### src/rtl/nibble_serial_adder.sv
// nibble_serial_adder: multi-cycle WIDTH-bit adder controller that steers one
// operand nibble per clock (LSB first) into an external 4-bit ripple slice,
// chains the slice carry between cycles and assembles the registered sum.
// Optional feature macro: OVERFLOW_DETECT_EN (signed overflow flag on ovf).
module nibble_serial_adder #(
  parameter int unsigned WIDTH = 16
) (
  input  logic             clk,
  input  logic             rst_n,
  input  logic             in_valid,
  output logic             in_ready,
  input  logic [WIDTH-1:0] op_a,
  input  logic [WIDTH-1:0] op_b,
  input  logic             cin,
  output logic [3:0]       add_a,
  output logic [3:0]       add_b,
  output logic             add_cin,
  input  logic [3:0]       add_sum,
  input  logic             add_cout,
  output logic             out_valid,
  input  logic             out_ready,
  output logic [WIDTH-1:0] sum,
  output logic             cout,
  output logic             ovf
);

  localparam int unsigned NIB   = WIDTH / 4;
  localparam int unsigned CNT_W = (NIB > 1) ? $clog2(NIB) : 1;

  typedef enum logic [1:0] {
    S_IDLE = 2'd0,
    S_RUN  = 2'd1,
    S_DONE = 2'd2
  } state_e;

  state_e               state_q, state_d;
  logic [CNT_W-1:0]     cnt_q, cnt_d;
  logic                 carry_q, carry_d;
  logic [NIB-1:0][3:0]  a_q, a_d;
  logic [NIB-1:0][3:0]  b_q, b_d;
  logic [NIB-1:0][3:0]  sum_q, sum_d;
  logic                 cout_q, cout_d;
  logic                 out_valid_q, out_valid_d;

  logic                 accept_c;
  logic                 run_c;
  logic                 last_c;

  assign accept_c = (state_q == S_IDLE) && in_valid;
  assign run_c    = (state_q == S_RUN);
  assign last_c   = run_c && (cnt_q == CNT_W'(NIB - 1));

  // Slice drive: purely a mux of registered state, forced to zero outside RUN
  assign in_ready = (state_q == S_IDLE);
  assign add_a    = run_c ? a_q[cnt_q] : 4'h0;
  assign add_b    = run_c ? b_q[cnt_q] : 4'h0;
  assign add_cin  = run_c ? carry_q    : 1'b0;

  assign sum       = sum_q;
  assign cout      = cout_q;
  assign out_valid = out_valid_q;

  // Next-state and datapath update for the IDLE -> RUN -> DONE sequence
  always_comb begin
    state_d     = state_q;
    cnt_d       = cnt_q;
    carry_d     = carry_q;
    a_d         = a_q;
    b_d         = b_q;
    sum_d       = sum_q;
    cout_d      = cout_q;
    out_valid_d = out_valid_q;

    unique case (state_q)
      S_IDLE: begin
        if (in_valid) begin
          a_d         = op_a;
          b_d         = op_b;
          carry_d     = cin;
          cnt_d       = '0;
          sum_d       = '0;
          cout_d      = 1'b0;
          out_valid_d = 1'b0;
          state_d     = S_RUN;
        end
      end
      S_RUN: begin
        sum_d[cnt_q] = add_sum;
        carry_d      = add_cout;
        cnt_d        = cnt_q + CNT_W'(1);
        if (last_c) begin
          cout_d      = add_cout;
          out_valid_d = 1'b1;
          state_d     = S_DONE;
        end
      end
      S_DONE: begin
        if (out_ready) begin
          out_valid_d = 1'b0;
          state_d     = S_IDLE;
        end
      end
      default: begin
        state_d = S_IDLE;
      end
    endcase
  end

  // State and datapath registers
  always_ff @(posedge clk or negedge rst_n) begin
    if (!rst_n) begin
      state_q     <= S_IDLE;
      cnt_q       <= '0;
      carry_q     <= 1'b0;
      a_q         <= '0;
      b_q         <= '0;
      sum_q       <= '0;
      cout_q      <= 1'b0;
      out_valid_q <= 1'b0;
    end else begin
      state_q     <= state_d;
      cnt_q       <= cnt_d;
      carry_q     <= carry_d;
      a_q         <= a_d;
      b_q         <= b_d;
      sum_q       <= sum_d;
      cout_q      <= cout_d;
      out_valid_q <= out_valid_d;
    end
  end

`ifdef OVERFLOW_DETECT_EN
  logic ovf_q, ovf_d;

  // Signed overflow: like-signed operands whose result MSB differs from them
  always_comb begin
    ovf_d = ovf_q;
    if (accept_c) begin
      ovf_d = 1'b0;
    end else if (last_c) begin
      ovf_d = (a_q[NIB-1][3] == b_q[NIB-1][3]) && (add_sum[3] != a_q[NIB-1][3]);
    end
  end

  // Overflow flag register
  always_ff @(posedge clk or negedge rst_n) begin
    if (!rst_n) begin
      ovf_q <= 1'b0;
    end else begin
      ovf_q <= ovf_d;
    end
  end

  assign ovf = ovf_q;
`else
  assign ovf = 1'b0;
`endif

endmodule

### config.mk
export PLATFORM = sky130hd
export DESIGN_NAME = nibble_serial_adder
export DESIGN_NICKNAME = d
export VERILOG_FILES = /design/src/rtl/nibble_serial_adder.sv
export SDC_FILE = /design/constraint.sdc
export NUM_CORES = 1
export LEC_CHECK = 0
export CORE_MARGIN = 2
export CORE_UTILIZATION = 40
export CTS_BUF_LIST = sky130_fd_sc_hd__clkbuf_8
export CTS_CLUSTER_SIZE = 24
export DETAILED_ROUTE_END_ITERATION = 12
export PLACE_DENSITY_LB_ADDON = 0.1
export SYNTH_ARGS = -nofsm -noshare
export SYNTH_HDL_FRONTEND = slang
export SYNTH_SLANG_ARGS = --single-unit
### constraint.sdc
create_clock -name clk -period 1.7 [get_ports clk]
set_clock_uncertainty 0.2 [all_clocks]
set_input_delay 0.34 -clock clk [delete_from_list [all_inputs] [get_ports clk]]
set_output_delay 0.34 -clock clk [all_outputs]
set_load 0.05 [all_outputs]
==> results of run 1 <==
[what timing repair did]
item	CTS	global route
cloned	6	0
hold endpoints to repair	55	0
setup buffers	12	8
setup endpoints to repair	55	64
gates resized for setup	75	79
pin swaps	54	35
hold buffers	1	0
[state kept, by name, indices dropped and copies added (netlist names)]
name,count
cout,1
cnt_q,2
out_valid,1
a_q,16
b_q,16
carry_q,1
state_q,2
sum,16
[through the flow]
step                hold WS, ns  TNS, ns  setup slack, ns   util  instance area [um2]
floorplan                -0.156    -1.04           -0.148      -                 2570
global placement          0.162   -12.76           -0.244  0.582                 3630
detailed placement        0.160   -13.90           -0.278  0.582                 3630
CTS                       0.289    -8.40           -0.545  0.683                 4260
global route              0.307    -8.12           -0.595  0.730                 4560
finish                    0.294    -6.18           -0.540  0.730                 4560
[worst max-delay path by stage]
stage	cells past startpoint	to	slack, ns
finish	4	add_b[2]	-0.54
global route	4	add_b[1]	-0.59
CTS	4	add_b[0]	-0.54
detailed placement	5	b_q[12]	-0.28
global placement	5	cnt_q[0]	-0.24
floorplan	3	add_a[0]	-0.15
[logic make-up after synthesis]
kind of cell / after synthesis / share of synthesized area
other: 1 / 0.00148
adders and majority gates: 5 / 0.0247
AOI/OAI and AO/OA: 25 / 0.0784
and+or+nand+nor: 125 / 0.213
DFF: 55 / 0.543
muxes: 12 / 0.0888
buffers and inverters: 18 / 0.0513
[report_power, final]
part	internal, mW	switching [mW]
sequential	1.88	0.567
clock	0.342	0.460
combinational	3.35	3.08
[worst max-delay path: stages (launching register included)]
cell and delay, ns:
dfrtp_1 0.43, buf_12 0.15, mux4_2 0.50, and2_4 0.16, buf_8 0.14
[cells in the final DEF, fill, tap and decap left out, types with 3 or more instances in the layout]
| cell | n |
|---|---|
| a21oi_4 | 3 |
| a32o_1 | 12 |
| and2_4 | 9 |
| and3_1 | 3 |
| buf_12 | 29 |
| buf_16 | 4 |
| buf_4 | 13 |
| buf_6 | 16 |
| buf_8 | 10 |
| clkbuf_8 | 6 |
| clkdlybuf4s50_1 | 40 |
| dfrtp_1 | 54 |
| ha_4 | 4 |
| mux4_2 | 8 |
| nand2_1 | 51 |
| nand2_2 | 27 |
| nand2_4 | 22 |
| nand2b_1 | 3 |
[per-layer routing]
layer / vias to the layer above / track usage / share of wire
li1: 1022 / - / -
met1: 1103 / 0.272 / 0.41
met2: 83 / 0.345 / 0.53
met3: 7 / 0.0435 / 0.056
met4: 0 / 0.0645 / 0.012
met5: - / 0 / 0
[cell type report]
class                      count  area, um2  share of cell area
timing repair buffer         114       1530               0.337
multi-input combinational    168       1430               0.314
sequential                    55       1380               0.302
tap                           77       96.3              0.0211
clock buffer                   6       82.6              0.0181
clock inverter                 2       18.8             0.00412
inverter                       3       16.3             0.00357
[Yosys cell counts (2+ instances only)]
| cell type | instances | area share |
|---|---|---|
| nand2_1 | 100 | 0.15 |
| dfrtp_1 | 55 | 0.54 |
| a32o_1 | 12 | 0.047 |
| and2_1 | 9 | 0.022 |
| mux4_2 | 8 | 0.071 |
| buf_6 | 6 | 0.027 |
| buf_2 | 5 | 0.0099 |
| ha_1 | 5 | 0.025 |
| a21oi_1 | 4 | 0.0079 |
| and3_1 | 4 | 0.0099 |
| mux2_2 | 4 | 0.018 |
| o21ai_0 | 4 | 0.0079 |
| buf_4 | 3 | 0.0089 |
| inv_1 | 3 | 0.0044 |
| nand2b_1 | 3 | 0.0074 |
| nand3_1 | 3 | 0.0059 |
| nor2_1 | 2 | 0.0030 |
==> results.yml, run 1 <==
logic_synthesis:
  ys_ff_latch: 55
  synth_area_per_cell_um2: 10.5
  netlist_area_mm2: 0.00254
  ys.warnings.count: 0
  synth_nets: 288
  synthFlopType: "dfrtp_1"
  synthArstFlopShare: 1.00
  ys_seq_area_frac: 0.543
  synth_cells: 241
  netlist-cell-type-count: 28
  synth-edff-count: 0
clock_network:
  cts_tree: "built"
  root_buffer: "clkbuf_8"
  clk_latency_ns: 0.31
  cts_buffers: 5
  cts.clk_slew.worst_paths_ns: 0.11
  clock_path_buffers: 2
  htree_levels: 2
  cts_sinks: 55
setup_path:
  start_kind: "flop"
  critical_path_required_ns: 1.16
  crit_path_max_fanout: 6
  rr_worst_depth: 7
  r2r_start: "cnt_q[0]"
  r2r_end: "sum[12]"
  startpoint: "cnt_q[0]"
  arrival_ns: 1.70
  cp-end-kind: "output pin"
  reg2reg_slack_ns: -0.20
  crit_type: "reg2out"
grt:
  grt_pass1_vias: 2290
  grtUsageTotal: 0.207
  grt_pass1_wl_mm: 11.3
  antenna_found_initial: 0
  grt_max_degree: 56
  grt_overflow: 0
cells_and_area:
  finalNonFillerCells: 425
  drive_gt1_frac: 0.494
  nFillCells: 429
  nNetsFinal: 394
  areaGrowthSynthToFinish_pct: 79.7
  antenna_cells: 0
power:
  p_leak_nw: 2.10
  powerDensity_mw_per_mm2: 2120
  peakVddDrop_mv: 1.39
  total_power_mw: 9.68
die:
  start_util: 0.406
  die_width_um: 83.6
  ios: 71
  rows: 29
  dieArea_mm2: 0.00699
  core_area_mm2: 0.00624
  die_h_um: 83.6
run:
  cap_violations: 0
timing:
  setup_viol: 49
  post-route-period-util: 1.32
  setup_ws_ns: -0.540
  max_freq_mhz: 446
  drv_slew: 0
  fin_crit_ns: 2.24
  rsz0062_at_grt: "true"
  hold_violations: 0
drt:
  drt_pass1_iterations: 4
  antenna_left: 0
  drc_errors: 0
  viasPerCell: 5.21
  wl_per_cell_um: 17.0
  drt_iter0_markers: 94
  wl_mm: 7.23
  vias: 2215
placement:
  io_buffers: 69
  place_congestion: 0.731
  hpwl_mm: 4.01
  dp_cells: 395
status:
  status: "finished, violations left"
  violations: "negative setup slack"
worst_hold_path:
  hold_class: "reg2reg"
  min_path_cells: 2
  hp-start: "a_q[14]"
  min_to: "a_q[14]"
Power figures use the tool's default switching activity.
==> inputs of run 2 (changes only) <==
--- a/config.mk
+++ b/config.mk
@@ -8,3 +8,3 @@
 export CORE_MARGIN = 2
-export CORE_UTILIZATION = 40
+export CORE_UTILIZATION = 45
 export CTS_BUF_LIST = sky130_fd_sc_hd__clkbuf_8
==> constraint.sdc (replaced) <==
create_clock -name clk -period 1.7 [get_ports clk]
set_clock_uncertainty 0.2 [all_clocks]
set_input_delay 0.17 -clock clk [delete_from_list [all_inputs] [get_ports clk]]
set_output_delay 0.17 -clock clk [all_outputs]
set_load 0.05 [all_outputs]
==> results.yml, run 2 (synthesis gave the netlist of run 1 again) <==
setup_path:
  start_kind: "flop"
  slowest_stage: "mux4_2"
  reg2reg_slack_ns: -0.10
  crit_type: "reg2out"
  cp-end-kind: "output pin"
  slowest_delay_ns: 0.50
  critPathTopFamily: "multiplexers"
  r2r_start: "cnt_q[0]"
  rr_worst_depth: 6
  crit_path_max_fanout: 4
  crit_chain: "buf_6, mux4_2, and2_4, buf_8"
  arrival_ns: 1.72
  r2r_end: "sum[13]"
  worst-path-buf-inv: 2
  critical_path_required_ns: 1.33
power:
  peakVddDrop_mv: 1.16
  switching_share: 0.426
  powerDensity_mw_per_mm2: 2080
  power_switching_mw: 3.68
  internal-power_mw: 4.96
  total_power_mw: 8.64
  p_seq_frac: 0.260
  p_leak_nw: 2.02
  clockPowerShare: 0.101
  p_comb_frac: 0.639
clock_network:
  htree_levels: 2
  cts.clk_slew.worst_paths_ns: 0.11
  clk_latency_ns: 0.32
  root_buffer: "clkbuf_8"
  cts_buffers: 5
  cts_sinks: 55
  cts_tree: "built"
  clock_path_buffers: 2
cells_and_area:
  areaGrowthSynthToFinish_pct: 63.4
  nNetsFinal: 389
  multiInputGateArea_mm2: 0.00138
  most-common-layout-cells: "56 x nand2_1, 53 x dfrtp_1, 40 x clkdlybuf4s50_1"
  ff_latch_area_mm2: 0.00138
  finish.utilization: 0.757
  finalNonFillerCells: 415
  stdcell_area_mm2: 0.00415
  drive_gt1_frac: 0.464
  antenna_cells: 0
  nFillCells: 373
  mostFrequentLayoutCell: "nand2_1"
grt:
  grt_max_degree: 56
  grt_pass1_vias: 2101
  grtUsageTotal: 0.201
  grt_pass1_wl_mm: 9.75
  antenna_found_initial: 0
  grt_overflow: 0
die:
  die_h_um: 79.1
  rows: 27
  core_area_mm2: 0.00547
  dieArea_mm2: 0.00625
  die_width_um: 79.1
  start_util: 0.463
  ios: 71
timing:
  max_freq_mhz: 478
  post-route-period-util: 1.23
  setup_viol: 24
  fin_crit_ns: 2.09
  rsz0062_at_grt: "true"
  drv_slew: 0
  setup_ws_ns: -0.392
  hold_violations: 0
  fin_tns_setup_ns: -3.35
  whs_ns: 0.166
drt:
  viasPerCell: 5.07
  antenna_left: 0
  wl_per_cell_um: 15.1
  wl_mm: 6.28
  drc_errors: 0
  drt_iter0_markers: 103
  drt_pass1_iterations: 4
  vias: 2102
placement:
  dp_cells: 393
  place_congestion: 0.748
  post-place-ws_ns: -0.0672
  io_buffers: 69
  hpwl_mm: 3.93
  placed_area_mm2: 0.00340
worst_hold_path:
  hold_class: "in2async"
status:
  violations: "negative setup slack"
  status: "finished, violations left"
run:
  cap_violations: 0
-- run 2: cell types whose count changed in the layout (fill, tap and decap cells not counted), sizes merged --
cell / delta
buf: -9
clkbuf: +3
clkinv: +2
bufinv: +1
clkinvlp: -1
inv: -1
-- run 2: final cells by class --
cell class | instances | share of cell area
Multi-Input combinational cell | 168 | 0.332
Clock inverter | 3 | 0.0106
Timing Repair Buffer | 109 | 0.283
Sequential cell | 55 | 0.333
Inverter | 3 | 0.00392
Tap cell | 72 | 0.0217
Clock buffer | 5 | 0.0166
-- run 2: worst max path at each step --
stage	startpoint	cells after the start	endpoint	slack, ns
floorplan	cnt_q[0]	3	add_b[1]	-0.05
global placement	in_valid	6	sum[0]	-0.09
detailed placement	in_valid	6	sum[1]	-0.07
CTS	cnt_q[0]	4	add_b[2]	-0.37
global route	cnt_q[0]	4	add_a[1]	-0.44
finish	cnt_q[0]	4	add_a[1]	-0.39
-- run 2: repair_timing --
| item | CTS | global route |
|---|---|---|
| setup endpoints to repair | 19 | 62 |
| gates resized for setup | 56 | 72 |
| setup buffers | 8 | 5 |
| cloned | 0 | 6 |
| hold buffers | 1 | 0 |
| pin swaps | 14 | 44 |
| hold endpoints to repair | 55 | 0 |
-- run 2: power by group through the flow --
stage	sequential [mW]	combinational, mW	clock, mW
2_1_floorplan	2.62	2.43	0
3_3_place_gp	2.22	4.11	0
3_5_place_dp	2.24	4.18	0
4_1_cts	2.20	4.95	0.886
5_1_grt	2.32	5.88	0.944
6_report	2.25	5.52	0.871
-- run 2: worst min-delay path: cells and delay by family --
family   cells  cell delay, ns
buf+inv      3            0.90
-- run 2: routing by layer --
metal  global-route usage  wire length, um  share of wire
met1                0.268             2800           0.45
met2                0.339             3220           0.51
met3               0.0420              207          0.033
met4               0.0466               59         0.0094
met5                    0                0              0
